File: src/rtl/mips_pkg.sv
// Shared encodings for the multicycle MIPS control path:
// opcodes, funct codes, ALU controls and the controller state set.
package mips_pkg;

    localparam logic [5:0] OP_RTYPE = 6'b000000;
    localparam logic [5:0] OP_LW    = 6'b100011;
    localparam logic [5:0] OP_SW    = 6'b101011;
    localparam logic [5:0] OP_BEQ   = 6'b000100;
    localparam logic [5:0] OP_ADDI  = 6'b001000;
    localparam logic [5:0] OP_J     = 6'b000010;

    localparam logic [5:0] F_ADD = 6'b100000;
    localparam logic [5:0] F_SUB = 6'b100010;
    localparam logic [5:0] F_AND = 6'b100100;
    localparam logic [5:0] F_OR  = 6'b100101;
    localparam logic [5:0] F_SLT = 6'b101010;

    localparam logic [2:0] ALU_AND = 3'b000;
    localparam logic [2:0] ALU_OR  = 3'b001;
    localparam logic [2:0] ALU_ADD = 3'b010;
    localparam logic [2:0] ALU_SUB = 3'b110;
    localparam logic [2:0] ALU_SLT = 3'b111;

    localparam logic [1:0] ALUOP_ADD   = 2'b00;
    localparam logic [1:0] ALUOP_SUB   = 2'b01;
    localparam logic [1:0] ALUOP_FUNCT = 2'b10;

    typedef enum logic [3:0] {
        FETCH,
        DECODE,
        MEMADR,
        MEMRD,
        MEMWB,
        MEMWR,
        EXECUTE,
        ALUWB,
        BRANCH,
        ADDIEX,
        ADDIWB,
        JUMP
    } state_t;

endpackage

File: src/rtl/alu_decoder.sv
// Maps the controller's ALU operation class and the instruction
// funct field onto the datapath ALU control code.
module alu_decoder
    import mips_pkg::*;
(
    input  logic [1:0] alu_op,
    input  logic [5:0] funct,
    output logic [2:0] alu_control
);

    always_comb begin
        alu_control = ALU_ADD;
        case (alu_op)
            ALUOP_SUB: alu_control = ALU_SUB;
            ALUOP_FUNCT: begin
                // Unknown funct codes fall back to add
                case (funct)
                    F_SUB:   alu_control = ALU_SUB;
                    F_AND:   alu_control = ALU_AND;
                    F_OR:    alu_control = ALU_OR;
                    F_SLT:   alu_control = ALU_SLT;
                    default: alu_control = ALU_ADD;
                endcase
            end
            default: alu_control = ALU_ADD;
        endcase
    end

endmodule

File: src/rtl/mc_control_unit.sv
// Multicycle MIPS controller: sequences fetch/decode/execute/memory/
// write-back over a shared datapath with a request/ready memory.
module mc_control_unit
    import mips_pkg::*;
(
    input  logic       clk,
    input  logic       rst,
    input  logic [5:0] opcode,
    input  logic [5:0] funct,
    input  logic       mem_ready,
    output logic       mem_req,
    output logic       iord,
    output logic       ir_write,
    output logic       pc_write,
    output logic       branch,
    output logic [1:0] pc_src,
    output logic       alu_src_a,
    output logic [1:0] alu_src_b,
    output logic [2:0] alu_control,
    output logic       reg_dst,
    output logic       mem_to_reg,
    output logic       reg_write,
    output logic       mem_write,
    output logic       instr_done,
    output logic       illegal_op
);

    state_t     state_q;
    state_t     state_d;
    logic [1:0] alu_op;

    always_ff @(posedge clk or posedge rst) begin
        if (rst) begin
            state_q <= FETCH;
        end else begin
            state_q <= state_d;
        end
    end

    always_comb begin
        state_d    = state_q;
        alu_op     = ALUOP_ADD;
        mem_req    = 1'b0;
        iord       = 1'b0;
        ir_write   = 1'b0;
        pc_write   = 1'b0;
        branch     = 1'b0;
        pc_src     = 2'b00;
        alu_src_a  = 1'b0;
        alu_src_b  = 2'b00;
        reg_dst    = 1'b0;
        mem_to_reg = 1'b0;
        reg_write  = 1'b0;
        mem_write  = 1'b0;
        instr_done = 1'b0;
        illegal_op = 1'b0;
        case (state_q)
            FETCH: begin
                mem_req   = 1'b1;
                alu_src_b = 2'b01;
                ir_write  = mem_ready;
                pc_write  = mem_ready;
                if (mem_ready) state_d = DECODE;
            end
            DECODE: begin
                alu_src_b = 2'b11;
                case (opcode)
                    OP_LW, OP_SW: state_d = MEMADR;
                    OP_RTYPE:     state_d = EXECUTE;
                    OP_BEQ:       state_d = BRANCH;
                    OP_ADDI:      state_d = ADDIEX;
                    OP_J:         state_d = JUMP;
                    default: begin
                        illegal_op = 1'b1;
                        state_d    = FETCH;
                    end
                endcase
            end
            MEMADR: begin
                alu_src_a = 1'b1;
                alu_src_b = 2'b10;
                state_d   = (opcode == OP_LW) ? MEMRD : MEMWR;
            end
            MEMRD: begin
                mem_req = 1'b1;
                iord    = 1'b1;
                if (mem_ready) state_d = MEMWB;
            end
            MEMWB: begin
                mem_to_reg = 1'b1;
                reg_write  = 1'b1;
                instr_done = 1'b1;
                state_d    = FETCH;
            end
            MEMWR: begin
                mem_req   = 1'b1;
                iord      = 1'b1;
                mem_write = 1'b1;
                if (mem_ready) begin
                    instr_done = 1'b1;
                    state_d    = FETCH;
                end
            end
            EXECUTE: begin
                alu_op    = ALUOP_FUNCT;
                alu_src_a = 1'b1;
                state_d   = ALUWB;
            end
            ALUWB: begin
                reg_dst    = 1'b1;
                reg_write  = 1'b1;
                instr_done = 1'b1;
                state_d    = FETCH;
            end
            BRANCH: begin
                alu_op     = ALUOP_SUB;
                alu_src_a  = 1'b1;
                branch     = 1'b1;
                pc_src     = 2'b01;
                instr_done = 1'b1;
                state_d    = FETCH;
            end
            ADDIEX: begin
                alu_src_a = 1'b1;
                alu_src_b = 2'b10;
                state_d   = ADDIWB;
            end
            ADDIWB: begin
                reg_write  = 1'b1;
                instr_done = 1'b1;
                state_d    = FETCH;
            end
            JUMP: begin
                pc_write   = 1'b1;
                pc_src     = 2'b10;
                instr_done = 1'b1;
                state_d    = FETCH;
            end
            default: state_d = FETCH;
        endcase
        // State is already FETCH in reset; only the ready-driven loads need masking
        if (rst) begin
            ir_write = 1'b0;
            pc_write = 1'b0;
        end
    end

    alu_decoder u_alu_decoder (
        .alu_op      (alu_op),
        .funct       (funct),
        .alu_control (alu_control)
    );

endmodule

File: config.mk
export PLATFORM = sky130hd
export DESIGN_NAME = mc_control_unit
export DESIGN_NICKNAME = d
export VERILOG_FILES = /design/src/rtl/mips_pkg.sv /design/src/rtl/alu_decoder.sv /design/src/rtl/mc_control_unit.sv
export SDC_FILE = /design/constraint.sdc
export NUM_CORES = 1
export LEC_CHECK = 0
export BUFFER_PORTS_ARGS = -buffer_cell sky130_fd_sc_hd__buf_2
export CELL_PAD_IN_SITES_DETAIL_PLACEMENT = 0
export CELL_PAD_IN_SITES_GLOBAL_PLACEMENT = 1
export CORE_MARGIN = 1
export CORE_UTILIZATION = 31
export DETAILED_ROUTE_END_ITERATION = 16
export GPL_ROUTABILITY_DRIVEN = 1
export PLACE_DENSITY = 0.79
export SYNTH_ARGS = -nofsm -noshare
export SYNTH_HDL_FRONTEND = slang
export SYNTH_HIERARCHICAL = 1
export SYNTH_SLANG_ARGS = --single-unit
File: constraint.sdc
create_clock -name clk -period 3.3 [get_ports clk]
set_input_delay 0.33 -clock clk [delete_from_list [all_inputs] [get_ports clk]]
set_output_delay 0.33 -clock clk [all_outputs]
set_load 0.005 [all_outputs]
==> impl_metrics.py <==
metrics = {
    "timing": {
        "max_clock_freq_ghz": 0.407,
        "fin_crit_sh_pct": 74.4,
        "finalSetupViolCount": 0,
        "worst_hold_slack_ns": 0.469,
        "max_slew_margin_pct": 60.7,
        "fin_tns_setup_ns": 0,
        "maxSlewViolCount": 0,
        "rsz0062_at_grt": "no",
        "worstMarginPinSlew_ns": 0.590,
        "fin_ws_ns": 0.844,
        "fin_worst_skew_ns": 0.00417,
        "period_needed_ns": 2.46,
        "finalHoldViolCount": 0,
    },
    "grt": {
        "grt_max_degree": 23,
        "grt_pass1_vias": 635,
        "grt_first_pass_wirelength_um": 2680,
        "track_usage_pct": 16.4,
        "grt_overflow": 0,
        "antenna_found_initial": 0,
    },
    "clock_network": {
        "cts-htree-levels": 1,
        "cts_resized": 0,
        "cts_sinks": 4,
        "root_buffer": "clkbuf_4",
        "cts.hold.buffers_added": 1,
        "cts_made_buffers": 3,
        "cts_tree": "done",
        "cts_setup_buffers": 0,
        "cts.reportedPaths.clkPinSlew_ns": 0.04,
        "clockBufferDepth": 2,
        "clkLatencyLatePin_ns": 0.23,
    },
    "final_layout": {
        "stdcell_count": 152,
        "layout-drive-gt1-share_pct": 31.2,
        "reg.largest.list": "state_q: 4 flops",
        "final_nets": 144,
        "largest_reg_flops": 4,
        "n_antenna_cell": 0,
        "top_register": "state_q",
        "areaGrowthSynthToFinish_pct": 31.1,
    },
    "placement": {
        "place_hpwl_um": 1400,
        "io_buffer_count": 33,
        "pre_cts_slack_ns": 1.11,
        "dp.cells": 148,
        "place.gp.congestion": 0.743,
    },
    "synthesis": {
        "ys_warn_count": 6,
        "synth_nets": 111,
        "ys_seq_elements": 4,
        "postSynth.asyncResetShare_pct": 100,
        "synthFlopType": "dfrtp_1",
        "syn_area_um2": 648,
        "synth_area_leaders": "dfrtp_1 (15%), nor2_1 (6.9%), nor3_1 (6.2%), o21ai_0 (4.6%), ha_1 (3.9%)",
        "yosysMostFrequentCell": "nor2_1",
        "yosysSeqAreaShare_pct": 15.4,
        "synth.distinct_cells": 40,
        "netlist_instances": 94,
        "synth_edf_count": 0,
        "synth_top_area_cell": "dfrtp_1",
        "yosys-top-cells-count": "nor2_1 (12), nor3_1 (8), inv_1 (6), o21ai_0 (6)",
        "synth_top_cell_area_share_pct": 15.4,
        "syn_area_per_cell_um2": 6.89,
    },
    "floorplan": {
        "core_um2": 1960,
        "dieArea_um2": 2280,
        "start_util_pct": 33.0,
        "fp.dieW_um": 47.7,
        "io_pins": 34,
        "fp-row-count": 16,
        "die_height_um": 47.7,
    },
    "setup_path": {
        "path_class": "reg2out",
        "r2r-start": "state_q[0]",
        "rr_worst_depth": 4,
        "worstPathRequired_ns": 2.97,
        "startpoint_type": "flop",
        "timing.critical_path.from": "state_q[1]",
        "end_kind": "primary output",
        "crit_path_max_fanout": 14,
        "arrival_ns": 2.13,
    },
    "routing": {
        "postRouteAntennaNets": 0,
        "via_per_inst": 5.27,
        "drt_iter0_markers": 12,
        "routed_wl_um": 1810,
        "drc_errors": 0,
        "vias": 801,
        "first_pass_iters": 4,
        "wire_per_inst_um": 11.9,
    },
    "min_path": {
        "min-delay-path-class": "in2reg",
        "whs_path_depth": 4,
        "worstHoldStart": "opcode[5]",
    },
    "run_status": {
        "status": "completed",
    },
    "power": {
        "irDropWorstVdd_v": 0.000224,
        "power_frac_comb_pct": 42.6,
        "p_int_uw": 138,
        "switching_share_pct": 38.2,
        "p_leak_nw": 0.399,
        "seq_power_share_pct": 30.7,
        "p_per_area_nw_per_um2": 264,
        "clkPwrFrac_pct": 26.7,
        "p_sw_uw": 85.6,
    },
    "job": {
        "cap_viol_max_count": 0,
    },
}
[cells by family after synthesis]
logic type	count (synthesis)	share of synthesized area [%]
fa+ha+maj	2	3.86
xor+xnor	2	2.70
buf+inv	12	8.11
compound gates	25	25.7
simple gates	49	44.2
flops	4	15.4
[through the flow]
step           instance area (µm²)  power [mW]  util [%]
5_1_grt                        850       0.244      43.3
4_1_cts                        850       0.228      43.3
2_1_floorplan                  648       0.122         -
3_5_place_dp                   817       0.164      41.6
3_3_place_gp                   817       0.163      41.6
6_report                       850       0.224      43.3
[final timing paths]
| kind | end | slack, ns |
|---|---|---|
| max | alu_control[2] | 0.84 |
| min | state_q[0] | 0.47 |
| min reg2reg | state_q[0] | 0.64 |
| max in group asynchronous | state_q[0] | 2.56 |
| max reg2reg | state_q[0] | 1.59 |
| min in group asynchronous | state_q[2] | 0.55 |
[power by group through the flow]
stage          registers, mW  clock network (mW)  logic, mW
2_1_floorplan         0.0567                   0     0.0656
3_3_place_gp          0.0685                   0     0.0945
3_5_place_dp          0.0690                   0     0.0949
4_1_cts               0.0684              0.0636     0.0962
5_1_grt               0.0700              0.0658      0.109
6_report              0.0686              0.0598     0.0954
[metal layers]
layer / GRT usage (%) / wire [µm] / up-vias / share of wire (%)
li1: - / - / 415 / -
met2: 25.1 / 828 / 25 / 46
met4: 3.89 / 0 / 0 / 0
met5: 0 / 0 / - / 0
met1: 23.5 / 922 / 361 / 51
met3: 3.40 / 61 / 0 / 3.4
[layout by cell type, fill, tap and decap left out, types with 2 or more instances in the layout]
| cell | count |
|---|---|
| nand3_1 | 2 |
| clkbuf_4 | 3 |
| buf_2 | 33 |
| nor2b_1 | 4 |
| ha_1 | 2 |
| nand2b_1 | 3 |
| and3_1 | 3 |
| o211ai_1 | 2 |
| nand4bb_1 | 2 |
| a21oi_1 | 4 |
| nor4b_1 | 2 |
| nor3_1 | 8 |
| o21ai_0 | 6 |
| o22ai_1 | 2 |
| nand2_1 | 4 |
| nor2_1 | 12 |
| dfrtp_1 | 4 |
| inv_1 | 6 |
| nor4_1 | 2 |
[layout make-up]
class | count | area [µm²]
Fill cell | 220 | 1110
Multi-Input combinational cell | 78 | 495
Timing Repair Buffer | 34 | 175
Sequential cell | 4 | 100
Tap cell | 27 | 33.8
Clock buffer | 3 | 22.5
Inverter | 6 | 22.5
[critical path, cell delays in order, from the launching register on]
cell	delay, ns
dfrtp_1	0.51
nand2b_1	0.26
nor3_1	0.22
inv_1	0.08
ha_1	0.34
nand4bb_1	0.23
o22ai_1	0.13
buf_2	0.13
Note: power is estimated with default switching activity, not from simulation.
